## config.mk

```make
export PLATFORM = sky130hd
export DESIGN_NAME = ysyx_23060184_axi_rd_arbiter
export DESIGN_NICKNAME = d
export VERILOG_FILES = /design/src/rtl/ysyx_23060184_axi_rd_arbiter_pkg.sv /design/src/rtl/ysyx_23060184_rr_pick2.sv /design/src/rtl/ysyx_23060184_axi_rd_arbiter.sv
export SDC_FILE = /design/constraint.sdc
export NUM_CORES = 1
export LEC_CHECK = 0
export CORE_AREA = 2 2 105 107
export DETAILED_ROUTE_END_ITERATION = 12
export DIE_AREA = 0 0 107 109
export PLACE_DENSITY_LB_ADDON = 0.15
export SLEW_MARGIN = 40
export SYNTH_ARGS = -nofsm -noshare
export SYNTH_HDL_FRONTEND = slang
export SYNTH_SLANG_ARGS = --single-unit
```

## constraint.sdc

```tcl
create_clock -name clk -period 1.9 [get_ports clk]
set_input_delay 0.19 -clock clk [delete_from_list [all_inputs] [get_ports clk]]
set_output_delay 0.19 -clock clk [all_outputs]
set_load 0.03 [all_outputs]
```

## src/rtl/ysyx_23060184_axi_rd_arbiter_pkg.sv

```systemverilog
// Shared widths, FSM encodings and channel payloads for the IFU/LSU read-channel arbiter.
package ysyx_23060184_axi_rd_arbiter_pkg;

  localparam int unsigned DATA_WIDTH  = 32;
  localparam int unsigned ID_WIDTH    = 4;
  localparam int unsigned ALEN        = 8;
  localparam int unsigned ASIZE       = 3;
  localparam int unsigned ABURST      = 2;
  localparam int unsigned ACERR_WIDTH = 2;

  localparam logic [1:0] ST_IDLE = 2'd0;
  localparam logic [1:0] ST_ADDR = 2'd1;
  localparam logic [1:0] ST_DATA = 2'd2;

  localparam logic MST_I = 1'b0;
  localparam logic MST_D = 1'b1;

  typedef struct packed {
    logic [DATA_WIDTH-1:0] addr;
    logic [ID_WIDTH-1:0]   id;
    logic [ALEN-1:0]       len;
    logic [ASIZE-1:0]      size;
    logic [ABURST-1:0]     burst;
  } ar_t;

  typedef struct packed {
    logic [DATA_WIDTH-1:0]  data;
    logic [ACERR_WIDTH-1:0] resp;
    logic                   last;
  } r_t;

endpackage

```

## src/rtl/ysyx_23060184_rr_pick2.sv

```systemverilog
// Two-way round-robin selector: a lone requester wins, a tie goes to prio.
module ysyx_23060184_rr_pick2 (
  input  logic [1:0] req,
  input  logic       prio,
  output logic       winner,
  output logic       any
);

  always_comb begin
    winner = prio;
    if (req == 2'b01) winner = 1'b0;
    else if (req == 2'b10) winner = 1'b1;
  end

  assign any = |req;

endmodule

```

## src/rtl/ysyx_23060184_axi_rd_arbiter.sv

```systemverilog
// Round-robin arbiter sharing one AXI4 read channel between IFU (I) and LSU (D).
// One outstanding burst; AR is muxed and R is steered combinationally to the owner.
module ysyx_23060184_axi_rd_arbiter
  import ysyx_23060184_axi_rd_arbiter_pkg::*;
(
  input  logic                   clk,
  input  logic                   rstn,
  input  logic                   i_req,
  input  logic                   d_req,
  output logic                   i_grant,
  output logic                   d_grant,
  input  logic [DATA_WIDTH-1:0]  i_araddr,
  input  logic [ID_WIDTH-1:0]    i_arid,
  input  logic [ALEN-1:0]        i_arlen,
  input  logic [ASIZE-1:0]       i_arsize,
  input  logic [ABURST-1:0]      i_arburst,
  input  logic                   i_arvalid,
  output logic                   i_arready,
  output logic [DATA_WIDTH-1:0]  i_rdata,
  output logic [ACERR_WIDTH-1:0] i_rresp,
  output logic                   i_rvalid,
  output logic                   i_rlast,
  input  logic                   i_rready,
  input  logic [DATA_WIDTH-1:0]  d_araddr,
  input  logic [ID_WIDTH-1:0]    d_arid,
  input  logic [ALEN-1:0]        d_arlen,
  input  logic [ASIZE-1:0]       d_arsize,
  input  logic [ABURST-1:0]      d_arburst,
  input  logic                   d_arvalid,
  output logic                   d_arready,
  output logic [DATA_WIDTH-1:0]  d_rdata,
  output logic [ACERR_WIDTH-1:0] d_rresp,
  output logic                   d_rvalid,
  output logic                   d_rlast,
  input  logic                   d_rready,
  output logic [DATA_WIDTH-1:0]  m_araddr,
  output logic [ID_WIDTH-1:0]    m_arid,
  output logic [ALEN-1:0]        m_arlen,
  output logic [ASIZE-1:0]       m_arsize,
  output logic [ABURST-1:0]      m_arburst,
  output logic                   m_arvalid,
  input  logic                   m_arready,
  input  logic [DATA_WIDTH-1:0]  m_rdata,
  input  logic [ACERR_WIDTH-1:0] m_rresp,
  input  logic                   m_rvalid,
  input  logic                   m_rlast,
  output logic                   m_rready
);

  logic [1:0] state_q, state_d;
  logic       owner_q, owner_d;
  logic       prio_q, prio_d;

  logic pick_winner, pick_any;
  logic in_addr, in_data, own_i, own_d;
  logic own_req, own_arvalid, own_rready;
  ar_t  i_ar, d_ar, m_ar;
  r_t   m_r, i_r, d_r;

  ysyx_23060184_rr_pick2 u_pick (
    .req    ({d_req, i_req}),
    .prio   (prio_q),
    .winner (pick_winner),
    .any    (pick_any)
  );

  assign in_addr     = (state_q == ST_ADDR);
  assign in_data     = (state_q == ST_DATA);
  assign own_i       = (owner_q == MST_I);
  assign own_d       = (owner_q == MST_D);
  assign own_req     = own_d ? d_req     : i_req;
  assign own_arvalid = own_d ? d_arvalid : i_arvalid;
  assign own_rready  = own_d ? d_rready  : i_rready;

  // Next-state: arbitrate in IDLE, flip priority only when a burst really completes.
  always_comb begin
    state_d = state_q;
    owner_d = owner_q;
    prio_d  = prio_q;
    case (state_q)
      ST_IDLE: begin
        if (pick_any) begin
          owner_d = pick_winner;
          state_d = ST_ADDR;
        end
      end
      ST_ADDR: begin
        if (m_arvalid && m_arready) state_d = ST_DATA;
        else if (!own_req && !own_arvalid) state_d = ST_IDLE;
      end
      ST_DATA: begin
        if (m_rvalid && m_rready && m_rlast) begin
          state_d = ST_IDLE;
          prio_d  = own_i ? MST_D : MST_I;
        end
      end
      default: state_d = ST_IDLE;
    endcase
  end

  always_ff @(posedge clk) begin
    if (!rstn) begin
      state_q <= ST_IDLE;
      owner_q <= MST_I;
      prio_q  <= MST_I;
    end else begin
      state_q <= state_d;
      owner_q <= owner_d;
      prio_q  <= prio_d;
    end
  end

  assign i_grant = (in_addr || in_data) && own_i;
  assign d_grant = (in_addr || in_data) && own_d;

  // AR mux: payload follows the owner, valid/ready only while in ADDR.
  assign i_ar = {i_araddr, i_arid, i_arlen, i_arsize, i_arburst};
  assign d_ar = {d_araddr, d_arid, d_arlen, d_arsize, d_arburst};
  assign m_ar = own_d ? d_ar : i_ar;
  assign {m_araddr, m_arid, m_arlen, m_arsize, m_arburst} = m_ar;
  assign m_arvalid = in_addr && own_arvalid;
  assign i_arready = in_addr && own_i && m_arready;
  assign d_arready = in_addr && own_d && m_arready;

  // R demux: non-owner sees an all-zero channel.
  assign m_r      = {m_rdata, m_rresp, m_rlast};
  assign i_r      = (in_data && own_i) ? m_r : '0;
  assign d_r      = (in_data && own_d) ? m_r : '0;
  assign {i_rdata, i_rresp, i_rlast} = i_r;
  assign {d_rdata, d_rresp, d_rlast} = d_r;
  assign i_rvalid = in_data && own_i && m_rvalid;
  assign d_rvalid = in_data && own_d && m_rvalid;
  assign m_rready = in_data && own_rready;

endmodule

```

# Word level (Yosys, flattened, before mapping)
# Index checks and enable logic that the tools add are counted.
# word_totals
input_bits,143
out_inout_bits,127
ff_bits,4
# classes
n_reduce_logical,24
eq_ne,7
n_mux,14
bitwise_logic,1
# ops
cell,n
2-to-1 mux 35 bit,2
2-to-1 mux 49 bit,1
logical AND 1 bit,16
2-to-1 mux 2 bit,4
2-to-1 mux 1 bit,6
case mux 2 bit (3 select lines),1
"== test 2 x 1 -> 1 bit, second input constant",2
"== test 2 bit, second input constant",2
AND reduction 2 bit,2
"inequality test 3 x 1 -> 1 bit, second input constant",1
AND reduction 3 bit,1
logical NOT 1 bit,2
logical NOT 2 bit,1
"inequality test 2 x 1 -> 1 bit, second input constant",1
"inequality test 2 bit, second input constant",1
OR reduction 2 bit,1
logical OR 1 bit,1
inverter 1 bit,1

# Longest topological paths before layout
# depth
depth_word,6
depth_mapped,6
mapped_depth_nobuf,6

# Modules after synthesis
# A second synthesis with hierarchy kept.
# unflattened
hier_cells,185
hier_area_um2,1455.1
# modules_own_cells
mod,n_inst,cells_per_inst,seq_area_each_um2,area_each_um2
ysyx_23060184_axi_rd_arbiter,1,181,80.1,1436.4
ysyx_23060184_rr_pick2,1,4,0.0,18.8

# Worst setup path after synthesis
# Ideal clock, no wire load.
# synth_path
path_type,reg2out
from,register state_q[0]
to,output port m_rready
n_path_buf,2
t_arrival_ps,1479
stages_incl_launch_ff,6
path_slack_ps,231
required_time_ps,1710
path_cell_list,dfxtp_1 > inv_1 > ha_1 > clkbuf_1 > clkbuf_1 > nor2b_1
# synth_via
elab_chain_len,2
# synth_rtl
element,line,source
start: declaration,ysyx_23060184_axi_rd_arbiter.sv:50,"logic [1:0] state_q, state_d;"
start signal: assignment,ysyx_23060184_axi_rd_arbiter.sv:107,state_q <= state_d;
== test 2 bit,ysyx_23060184_axi_rd_arbiter.sv:68,assign in_data = (state_q == ST_DATA);
logical AND 1 bit,ysyx_23060184_axi_rd_arbiter.sv:133,assign m_rready = in_data && own_rready;
end: declaration,ysyx_23060184_axi_rd_arbiter.sv:47,output logic m_rready
# Every way passes these cells.

# Final worst setup path
# layout_path
from,register state_q[0]
to,output port i_rdata[10]
# layout_via
elab_chain_len,3
# layout_rtl
element,line,source
== test 2 bit,ysyx_23060184_axi_rd_arbiter.sv:68,
logical AND 1 bit,ysyx_23060184_axi_rd_arbiter.sv:127,assign i_r = (in_data && own_i) ? m_r : '0;
2-to-1 mux 35 bit,ysyx_23060184_axi_rd_arbiter.sv:127,
end: declaration,ysyx_23060184_axi_rd_arbiter.sv:19,"output logic [DATA_WIDTH-1:0] i_rdata,"
# Every way passes these cells.

==> metrics <==
status finished clean; Worst slew margin 0.773; Floorplan Core Area roughly 11,000 um2; DRT antenna net count 0; Worst EP required between 1.5 and 2 ns; die height 109 um; sequential share of power 0.078; vias per cell a little over 4; Cell variety after synth 23; gp weighted congestion between 0.7 and 0.8; Reg-to-Reg End state_q[1]; first-pass GRT wire length 11.7 mm; hold_sp state_q[0]; minimum clock period after layout between 1.5 and 2 ns; top post-synthesis cells by area mux2_2 (38%), and2_1 (17%), and3_1 (16%), dfxtp_1 (5.6%), clkbuf_1 (3.4%); NetSw 0.515 mW; end of the worst hold path state_q[0]; H-tree Lvls 1; die area around 12,000 um2; Hold Violations, Final 0; commonest non-fill, non-tap cell in the layout clkdlybuf4s50_1; RSZ-0062 raised after global routing false; largest net degree at the start of global routing 55; Peak VDD IR between 0.2 and 0.25 mV; pre-CTS setup slack 0.0829 ns; area grow syn2layout 190%; Fin Setup TNS 0 ns; Crit. End Element output port; syn_nets 331; PwrDens about 300 nW/um2; HP Class reg -> reg; reg-to-reg startpoint own_d; Synth top area share 0.384; cts hold-fix bufs 0; Comb pwr share 0.776; layout cell share with drive strength beyond 1 0.307; clock sinks 4; TritonCTS Buffers 3; Max Fanout on Critical Path 36; FF+latch count, synth 4; Total Nets Final a little under 600; Layout Utilization 0.394; YS warnings 0; Mapped Area about 1400 um2; clock-pin slew on the worst setup and hold paths roughly 0.03 ns; worst setup margin approximately 0.14 ns; die span in x 107 um; WL final about 8.4 mm; Synth area leader mux2_2; fin crit share 0.925; Rows 38; Max Cap Viol 0; r2r setup slk about 0.15 ns; vias in the first global route about 2,300; DP HPWL 6.88 mm; Slew @ Worst Pin around 0.34 ns; arrival time worst endpoint ~1.6 ns; GRT Total Usage 0.126; port bufs around 270; Iteration-0 DRC Markers about 120; Final Setup Violations 0; Overflow after GRT 0; leakage just under 2 nW; worst reg-to-reg path cell count 5; CTS tree built; CTS root buffer clkbuf_8; Clock power frac 0.145; io pins 270; crit path kind reg -> out; Bufs on Longest Clock Path 2; initial antenna violation count 0; most frequent cells in the layout clkdlybuf4s50_1 (142), buf_4 (76), dlygate4sd2_1 (50); Mean Syn Cell Area just under 8 um2; Worst Hold Depth 1; fmax 569 MHz; Seq/Total Area, Yosys 0.0557; # diodes 0; routed vias roughly 2,400; DRC 0; Pins Over Slew Limit 0; Sw Share 0.402; CP Launch Type flop; Routed WL per cell approximately 14 um; Clock Latency Late Sink between 0.2 and 0.25 ns; Placed Instances between 500 and 600; final std cells w/o fill 586; P_int between 0.7 and 0.8 mW; Syn Inst Count approximately 190; initial core utilization 0.136; post-route clock skew 0.00363 ns; Post-CTS Setup Bufs 0; First-pass DRT Iterations 4
## worst max-delay path by stage
stage	end	slack, ns	start
2_1_floorplan	m_rready	0.23	state_q[0]
3_3_place_gp	m_arlen[1]	0.14	own_d
3_5_place_dp	state_q[1]	0.08	own_d
4_1_cts	state_q[1]	0.08	own_d
5_1_grt	state_q[1]	0.02	own_d
6_report	i_rdata[10]	0.14	state_q[0]
## metal layers
| layer | track usage | vias to the layer above | part of all wire |
|---|---|---|---|
| met1 | 0.134 | 1084 | 0.35 |
| met4 | 0.0195 | 0 | 0.0077 |
| li1 | - | 1170 | - |
| met3 | 0.0299 | 6 | 0.084 |
| met2 | 0.254 | 128 | 0.55 |
| met5 | 0 | - | 0 |
## cell usage after synthesis
cell type	n
nor2_1	2
o221a_1	1
and2_1	40
nand2b_1	5
buf_2	4
buf_4	1
mux2i_1	3
clkbuf_1	13
a21oi_1	2
nand2_1	5
ha_1	3
a32oi_1	1
nor3b_1	1
o21a_1	1
o41ai_1	2
nor2b_1	5
or3_1	1
mux2_2	49
nand3_1	1
inv_1	3
nor4_1	1
dfxtp_1	4
and3_1	37
## logic make-up after synthesis
group | after synthesis | share of synthesized area
AO/OA/AOI/OAI | 7 | 0.0383
flip-flops | 4 | 0.0557
buffers and inverters | 21 | 0.0609
AND/OR/NAND/NOR | 98 | 0.414
adder cells (fa/ha/maj) | 3 | 0.0261
multiplexers | 52 | 0.405
## power groups by stage
stage	Clock, mW	Combinational [mW]	Sequential, mW
floorplan	0	0.486	0.0949
global placement	0	1.05	0.0994
detailed placement	0	1.06	0.0990
CTS	0.193	0.993	0.0982
global route	0.201	1.06	0.101
finish	0.186	0.995	0.100
## critical path, cell delays in order, from the launching register on
cell and delay [ns]:
dfxtp_1 0.32, inv_1 0.08, ha_1 0.18, nor2b_1 0.23, buf_12 0.20, and2_1 0.16, buf_4 0.16
## through the flow
| step | power, mW | hold WS [ns] | cell area [um2] |
|---|---|---|---|
| floorplan | 0.581 | 0.312 | 1440 |
| global placement | 1.15 | 0.564 | 4150 |
| detailed placement | 1.16 | 0.554 | 4150 |
| CTS | 1.28 | 0.564 | 4140 |
| global route | 1.36 | 0.599 | 4180 |
| finish | 1.28 | 0.566 | 4180 |
## timing repair
| item | 4_1_cts | 5_1_grt |
|---|---|---|
| gates cloned | 0 | 1 |
| gates resized for setup | 50 | 2 |
| setup endpoints to repair | 50 | 1 |
## area by class of cell
cell class | instances | area, um2
repair buffers | 275 | 2580
clock buffers | 4 | 45.0
multi-input cells | 160 | 1280
flip-flops and latches | 4 | 83.8
well taps | 140 | 175
inverters | 3 | 11.3
fillers | 1085 | 6430
## flip-flops by register name (all words and copies together), names as in the netlist
signal and count:
prio_q 1, state_q 2, own_d 1
Power figures use the tool's default switching activity.
